**src/rtl/spmv_pe_mem_port_pkg.sv**
```systemverilog
// Shared definitions for the spmv_pe memory port: bus widths, MC rdctl layout,
// request-queue entry layout and the load rdctl builder.
package spmv_pe_mem_port_pkg;

  localparam int ADDR_W        = 48;
  localparam int DATA_W        = 64;
  localparam int RDCTL_W       = 32;
  localparam int MEM_TAG_W     = 3;
  localparam int RDCTL_TAG_LSB = 0;

  typedef struct packed {
    logic              ld;
    logic              st;
    logic [ADDR_W-1:0] addr;
    logic [DATA_W-1:0] d;
  } req_ent_t;

  localparam int ENT_D_LSB    = 0;
  localparam int ENT_ADDR_LSB = DATA_W;
  localparam int ENT_ST_BIT   = DATA_W + ADDR_W;
  localparam int ENT_LD_BIT   = DATA_W + ADDR_W + 1;

  // Loads carry only the tag to the MC; upper rdctl bits are forced to zero.
  function automatic logic [DATA_W-1:0] ld_rdctl(input logic [DATA_W-1:0] d_or_tag,
                                                 input int tag_w);
    logic [DATA_W-1:0] r;
    r = '0;
    for (int i = 0; i < DATA_W; i++) begin
      if (i < tag_w) r[i] = d_or_tag[i];
    end
    return r;
  endfunction

endpackage

```
**src/rtl/spmv_pe_mem_port_rsp_fifo.sv**
```systemverilog
// Synchronous response FIFO with occupancy count; the caller guarantees it never
// writes when full or reads when empty.
module spmv_rsp_fifo #(
  parameter int DEPTH = 16,
  parameter int W     = 67
) (
  input  logic                     clk,
  input  logic                     rst,
  input  logic                     wr_en,
  input  logic [W-1:0]             wr_data,
  input  logic                     rd_en,
  output logic [W-1:0]             rd_data,
  output logic [$clog2(DEPTH):0]   count
);

  localparam int AW = $clog2(DEPTH);
  localparam logic [AW-1:0] PTR_ONE = 1;
  localparam logic [AW:0]   CNT_ONE = 1;

  logic [AW-1:0] wr_ptr_q, wr_ptr_d, rd_ptr_q, rd_ptr_d;
  logic [AW:0]   cnt_q, cnt_d;
  logic [W-1:0]  mem_q [DEPTH];

  always_comb begin
    wr_ptr_d = wr_ptr_q;
    rd_ptr_d = rd_ptr_q;
    cnt_d    = cnt_q;
    if (wr_en) wr_ptr_d = wr_ptr_q + PTR_ONE;
    if (rd_en) rd_ptr_d = rd_ptr_q + PTR_ONE;
    if (wr_en && !rd_en)      cnt_d = cnt_q + CNT_ONE;
    else if (!wr_en && rd_en) cnt_d = cnt_q - CNT_ONE;
  end

  always_ff @(posedge clk or posedge rst) begin
    if (rst) begin
      wr_ptr_q <= '0;
      rd_ptr_q <= '0;
      cnt_q    <= '0;
    end else begin
      wr_ptr_q <= wr_ptr_d;
      rd_ptr_q <= rd_ptr_d;
      cnt_q    <= cnt_d;
    end
  end

  // Storage is data only; occupancy alone decides validity.
  always_ff @(posedge clk) begin
    if (wr_en) mem_q[wr_ptr_q] <= wr_data;
  end

  assign rd_data = mem_q[rd_ptr_q];
  assign count   = cnt_q;

endmodule

```
**src/rtl/spmv_pe_mem_port.sv**
```systemverilog
// spmv_pe memory port: 2-entry request queue to the MC, credit-bounded load responses.
// Optional define SPMV_MEM_ADDR_CHECK_EN flags misaligned request addresses in err.
module spmv_pe_mem_port
  import spmv_pe_mem_port_pkg::*;
#(
  parameter int RSP_DEPTH = 16,
  parameter int TAG_W     = MEM_TAG_W
) (
  input  logic               clk,
  input  logic               rst,
  input  logic               req_mem_ld,
  input  logic               req_mem_st,
  input  logic [ADDR_W-1:0]  req_mem_addr,
  input  logic [DATA_W-1:0]  req_mem_d_or_tag,
  output logic               req_mem_stall,
  output logic               rsp_mem_push,
  output logic [TAG_W-1:0]   rsp_mem_tag,
  output logic [DATA_W-1:0]  rsp_mem_q,
  input  logic               rsp_mem_stall,
  output logic               mc_req_ld,
  output logic               mc_req_st,
  output logic [ADDR_W-1:0]  mc_req_vadr,
  output logic [DATA_W-1:0]  mc_req_wrd_rdctl,
  input  logic               mc_req_stall,
  input  logic               mc_rsp_push,
  input  logic [RDCTL_W-1:0] mc_rsp_rdctl,
  input  logic [DATA_W-1:0]  mc_rsp_data,
  output logic               mc_rsp_stall,
  input  logic               mc_wr_cmp,
  output logic               mem_idle,
  output logic               err
);

  localparam int CW = $clog2(RSP_DEPTH) + 1;
  localparam int FW = TAG_W + DATA_W;
  localparam logic [CW-1:0] C_ONE   = 1;
  localparam logic [CW-1:0] C_DEPTH = CW'(RSP_DEPTH);

  req_ent_t          ent_q [2], ent_d [2];
  req_ent_t          head, new_ent;
  logic [1:0]        cnt_q, cnt_d;
  logic [CW-1:0]     used_q, used_d, infl_q, infl_d, fifo_cnt;
  logic [15:0]       pst_q, pst_d;
  logic              stall_q, stall_d, err_q, err_d, push_q, push_d;
  logic [TAG_W-1:0]  tag_q, tag_d;
  logic [DATA_W-1:0] q_q, q_d;
  logic [FW-1:0]     fifo_rdata;
  logic              req_v, q_pop, q_push, wr_idx, issue_ld, issue_st, credit_ok;
  logic              fifo_rd, fifo_wr, rsp_ok, cmp_ok, pst_sat, misalign;
  logic              unused_rdctl;

  assign unused_rdctl = ^mc_rsp_rdctl[RDCTL_W-1:TAG_W];

`ifdef SPMV_MEM_ADDR_CHECK_EN
  assign misalign = (req_mem_ld | req_mem_st) & (req_mem_addr[2:0] != 3'b000);
`else
  assign misalign = 1'b0;
`endif

  always_comb begin
    req_v     = req_mem_ld | req_mem_st;
    head      = ent_q[0];
    q_pop     = (cnt_q != 2'd0) && !mc_req_stall;
    issue_ld  = q_pop & head.ld;
    issue_st  = q_pop & head.st;
    fifo_rd   = (fifo_cnt != '0) && !rsp_mem_stall;
    // A load needs a free credit; a same-cycle PE pop frees one.
    credit_ok = !req_mem_ld || (used_q != C_DEPTH) || fifo_rd;
    q_push    = req_v && ((cnt_q != 2'd2) || q_pop) && credit_ok;
    rsp_ok    = mc_rsp_push && (infl_q != '0);
    fifo_wr   = rsp_ok && ((fifo_cnt != C_DEPTH) || fifo_rd);
    cmp_ok    = mc_wr_cmp && (pst_q != '0);

    new_ent.ld   = req_mem_ld;
    new_ent.st   = req_mem_st & ~req_mem_ld;
    new_ent.addr = req_mem_addr;
    new_ent.d    = req_mem_ld ? ld_rdctl(req_mem_d_or_tag, TAG_W) : req_mem_d_or_tag;

    ent_d = ent_q;
    if (q_pop) begin
      ent_d[0] = ent_q[1];
      ent_d[1] = '0;
    end
    wr_idx = !((cnt_q == 2'd0) || ((cnt_q == 2'd1) && q_pop));
    if (q_push) ent_d[wr_idx] = new_ent;

    cnt_d = cnt_q;
    if (q_push && !q_pop)      cnt_d = cnt_q + 2'd1;
    else if (!q_push && q_pop) cnt_d = cnt_q - 2'd1;

    used_d = used_q;
    if (q_push && req_mem_ld && !fifo_rd)       used_d = used_q + C_ONE;
    else if (!(q_push && req_mem_ld) && fifo_rd) used_d = used_q - C_ONE;

    infl_d = infl_q;
    if (issue_ld && !rsp_ok)      infl_d = infl_q + C_ONE;
    else if (!issue_ld && rsp_ok) infl_d = infl_q - C_ONE;

    pst_sat = 1'b0;
    pst_d   = pst_q;
    if (issue_st && !cmp_ok) begin
      if (pst_q == '1) pst_sat = 1'b1;
      else             pst_d   = pst_q + 16'd1;
    end else if (!issue_st && cmp_ok) begin
      pst_d = pst_q - 16'd1;
    end

    stall_d = ((cnt_d != 2'd0) && mc_req_stall) || (cnt_d == 2'd2) ||
              (used_d > C_DEPTH - 2 * C_ONE);
    err_d   = err_q | (req_v & ~q_push) | (mc_rsp_push & ~rsp_ok) | (mc_wr_cmp & ~cmp_ok) |
              pst_sat | (rsp_ok & ~fifo_wr) | misalign;

    push_d = fifo_rd;
    tag_d  = fifo_rd ? fifo_rdata[FW-1:DATA_W] : tag_q;
    q_d    = fifo_rd ? fifo_rdata[DATA_W-1:0]  : q_q;
  end

  always_ff @(posedge clk or posedge rst) begin
    if (rst) begin
      ent_q[0] <= '0;
      ent_q[1] <= '0;
      cnt_q    <= '0;
      used_q   <= '0;
      infl_q   <= '0;
      pst_q    <= '0;
      stall_q  <= 1'b0;
      err_q    <= 1'b0;
      push_q   <= 1'b0;
      tag_q    <= '0;
      q_q      <= '0;
    end else begin
      ent_q    <= ent_d;
      cnt_q    <= cnt_d;
      used_q   <= used_d;
      infl_q   <= infl_d;
      pst_q    <= pst_d;
      stall_q  <= stall_d;
      err_q    <= err_d;
      push_q   <= push_d;
      tag_q    <= tag_d;
      q_q      <= q_d;
    end
  end

  spmv_rsp_fifo #(.DEPTH(RSP_DEPTH), .W(FW)) u_rsp_fifo (
    .clk     (clk),
    .rst     (rst),
    .wr_en   (fifo_wr),
    .wr_data ({mc_rsp_rdctl[RDCTL_TAG_LSB +: TAG_W], mc_rsp_data}),
    .rd_en   (fifo_rd),
    .rd_data (fifo_rdata),
    .count   (fifo_cnt)
  );

  assign req_mem_stall    = stall_q;
  assign rsp_mem_push     = push_q;
  assign rsp_mem_tag      = tag_q;
  assign rsp_mem_q        = q_q;
  assign mc_req_ld        = (cnt_q != 2'd0) & head.ld;
  assign mc_req_st        = (cnt_q != 2'd0) & head.st;
  assign mc_req_vadr      = head.addr;
  assign mc_req_wrd_rdctl = head.d;
  assign mc_rsp_stall     = 1'b0;
  assign err              = err_q;
  assign mem_idle         = (cnt_q == 2'd0) && (infl_q == '0) && (fifo_cnt == '0) &&
                            (pst_q == '0) && !push_q;

endmodule

```
**config.mk**
```make
export PLATFORM = sky130hd
export DESIGN_NAME = spmv_pe_mem_port
export DESIGN_NICKNAME = d
export VERILOG_FILES = /design/src/rtl/spmv_pe_mem_port_pkg.sv /design/src/rtl/spmv_pe_mem_port_rsp_fifo.sv /design/src/rtl/spmv_pe_mem_port.sv
export SDC_FILE = /design/constraint.sdc
export NUM_CORES = 2
export LEC_CHECK = 0
export CAP_MARGIN = 5
export CORE_UTILIZATION = 61
export DETAILED_ROUTE_END_ITERATION = 8
export PLACE_DENSITY = 0.82
export SLEW_MARGIN = 10
export SYNTH_ARGS = -nofsm -noshare
export SYNTH_HDL_FRONTEND = slang
export SYNTH_HIERARCHICAL = 1
export SYNTH_SLANG_ARGS = --single-unit
```
**constraint.sdc**
```tcl
create_clock -name clk -period 33.9 [get_ports clk]
set_input_delay 6.78 -clock clk [delete_from_list [all_inputs] [get_ports clk]]
set_output_delay 6.78 -clock clk [all_outputs]
set_load 0.05 [all_outputs]
```
==> results.json <==
{
  "wl_per_cell_microns": 28.4,
  "yosys.area_share.adder_pct": 0.860,
  "reg2reg_depth": 8,
  "drive_gt1_share_pct": 15.2,
  "cts_hold_buf": 0,
  "num_vias": 32303,
  "area_growth_syn_to_layout_pct": 15.0,
  "synthSimpleGateAreaFrac_pct": 6.01,
  "setup_tns_ns": 0,
  "crit_start": "pst_q[4]",
  "layout_common_cells": "edfxtp_1 (1072), nand2_1 (505), clkdlybuf4s50_1 (371), dfrtp_1 (337), mux4_2 (268)",
  "overflow": 0,
  "drt_iter0_drc": 4114,
  "placed_area_sq_um": 60200,
  "p_per_area_nw_per_um2": 94.6,
  "route.detailed.drc": 0,
  "cts.sinks": 1411,
  "peakVddDrop_mv": 0.0749,
  "worst_ep_arrival_time_ns": 3.64,
  "io_pins": 402,
  "start_util_pct": 61.6,
  "setup_ws_ns": 23.48,
  "period_needed_ns": 10.42,
  "finalPower_mw": 6.14,
  "syn-num-nets": 3641,
  "synth_ff_type": "edfxtp_1",
  "crit_path_end_kind": "output pin",
  "critical_path_required_ns": 27.12,
  "path_clk_slew_ns": 0.06,
  "grt_max_degree": 121,
  "postCtsSetupBuffers": 0,
  "portBuffers": 371,
  "synth_enable_flop_cells": 1072,
  "status": "completed",
  "post-place-ws_ns": 23.06,
  "synth_compound_area_share_pct": 5.31,
  "fmax_mhz": 96.0,
  "r2r-start": "u_rsp_fifo/count[0]",
  "power_leakage_nw": 23.0,
  "cts_tree": "yes",
  "cts.path.max_buffers": 3,
  "synthMuxAreaShare_pct": 11.8,
  "synthArstFlopShare_pct": 24.0,
  "ys_types": 59,
  "regToRegSetupSlack_ns": 29.44,
  "yosysWarnings": 6,
  "start_kind": "register",
  "slew_viol_final": 0,
  "synth_top_family_by_area": "multiplexers",
  "die_area_sq_um": 93700,
  "coreArea_sq_um": 91700,
  "hold_viol_final": 0,
  "endpoint": "mem_idle",
  "worst_pin_slew_ns": 1.27,
  "grt_pass1_wl_mm": 206,
  "whs_ns": 0.472,
  "post-dp-hpwl_mm": 68.2,
  "viasPerCell": 6.54,
  "antenna_left": 0,
  "drt_wl_total_mm": 140,
  "design_area_sq_um": 64900,
  "die_w_microns": 306,
  "h-tree-depth": 4,
  "cts_made_buffers": 140,
  "final_util_pct": 70.8,
  "clk_latency_ns": 0.75,
  "timing.final.crit_share_pct": 30.7,
  "syn_area_sq_um": 56400,
  "seq_area_frac_synth_pct": 72.1,
  "antenna_found_initial": 21,
  "critPathMaxFanout": 4,
  "r2r_end": "ent_q[92]",
  "crit_type": "register to output pin",
  "syn-instance-count": 3388,
  "placedCellCount": 4672,
  "drv_cap": 0,
  "synth_seq_cells": 1411,
  "fin_cells": 4940,
  "die_h_microns": 306,
  "worst_clock_skew_ns": 0.0333,
  "cts_resized": 0,
  "slew_headroom_pct": 15.5,
  "setup_viol": 0,
  "dr.pass1.iters": 6,
  "hp-class": "register to register",
  "gp_congestion": 0.779,
  "clockRootBuffer": "clkbuf_16",
  "rsz0062_at_grt": "no",
  "fin_nets": 3881,
  "grt_pass1_vias": 32794,
  "syn_area_per_cell_sq_um": 16.7,
  "fp-row-count": 111,
  "layout_commonest_cell": "edfxtp_1",
  "grt.total_usage_pct": 29.9,
  "synth-xor-area-share_pct": 0.543
}
[registers in the layout (all words and copies together), names as in the netlist]
register,count
pst_q,16
mc_req_vadr,48
u_rsp_fifo/mem_q,1072
u_rsp_fifo/wr_ptr_q,4
ent_q,116
u_rsp_fifo/count,5
rsp_mem_tag,3
used_q,5
u_rsp_fifo/rd_ptr_q,4
rsp_mem_push,1
cnt_q,2
infl_q,5
rsp_mem_q,64
mc_req_wrd_rdctl,64
err,1
req_mem_stall,1
[cell families after synthesis]
logic type,Yosys count
flip-flops,1411
other,1
XOR/XNOR,35
AO/OA/AOI/OAI,463
buffers and inverters,334
AND/OR/NAND/NOR,776
multiplexers,331
adder cells (fa/ha/maj),37
[worst max-delay path, stage by stage, from the launching register on]
cell	delay, ns
dfrtp_1	0.43
or4_1	0.62
nor4_1	0.39
nor4b_1	0.53
clkdlybuf4s50_1	0.95
[worst min-delay path by stage]
| stage | start | end | slack, ns | depth (start not counted) |
|---|---|---|---|---|
| 6_report | rsp_mem_q[59] | rsp_mem_q[59] | 0.47 | 2 |
| 5_1_grt | infl_q[4] | infl_q[4] | 0.50 | 1 |
| 4_1_cts | infl_q[4] | infl_q[4] | 0.48 | 1 |
| 3_5_place_dp | rsp_mem_q[48] | rsp_mem_q[48] | 0.46 | 2 |
| 3_3_place_gp | rsp_mem_q[8] | rsp_mem_q[8] | 0.46 | 2 |
| 2_1_floorplan | infl_q[4] | infl_q[4] | 0.44 | 1 |
[area by class of cell]
| class | instances | area [sq um] |
|---|---|---|
| clock inverter | 63 | 688 |
| sequential | 1411 | 40700 |
| fill | 5320 | 26800 |
| multi-input combinational | 1643 | 14000 |
| tap | 1186 | 1480 |
| timing repair buffer | 410 | 4020 |
| antenna | 14 | 35.0 |
| clock buffer | 191 | 3930 |
| inverter | 22 | 92.6 |
[report_power, final]
part	internal (mW)	total, mW	leakage, nW	switching, mW
registers	2.19	2.38	13.9	0.189
clock network	0.895	1.56	2.24	0.666
logic	0.825	2.20	6.87	1.37
[per-layer routing]
metal / part of all wire (%) / GRT usage [%] / vias up
li1: - / - / 13399
met1: 35 / 38.4 / 16430
met2: 50 / 49.4 / 2071
met3: 10 / 6.86 / 385
met4: 3.9 / 12.8 / 18
met5: 0.084 / 0 / -
[synthesized netlist by cell type (55+ instances only)]
cell      instances  area share, %
a22oi_1         135            1.8
nor2b_1          65           0.72
nand2_1         507            3.4
a211oi_1         67           0.89
mux4_2          268             11
edfxtp_1       1072             57
nand3_1         122            1.1
o21ai_0         136            1.2
a21oi_1          82           0.73
dfrtp_1         339             15
clkbuf_1        118           0.78
buf_4           121            1.6
mux2i_1          55           0.98
Note: power is estimated with default switching activity, not from simulation.
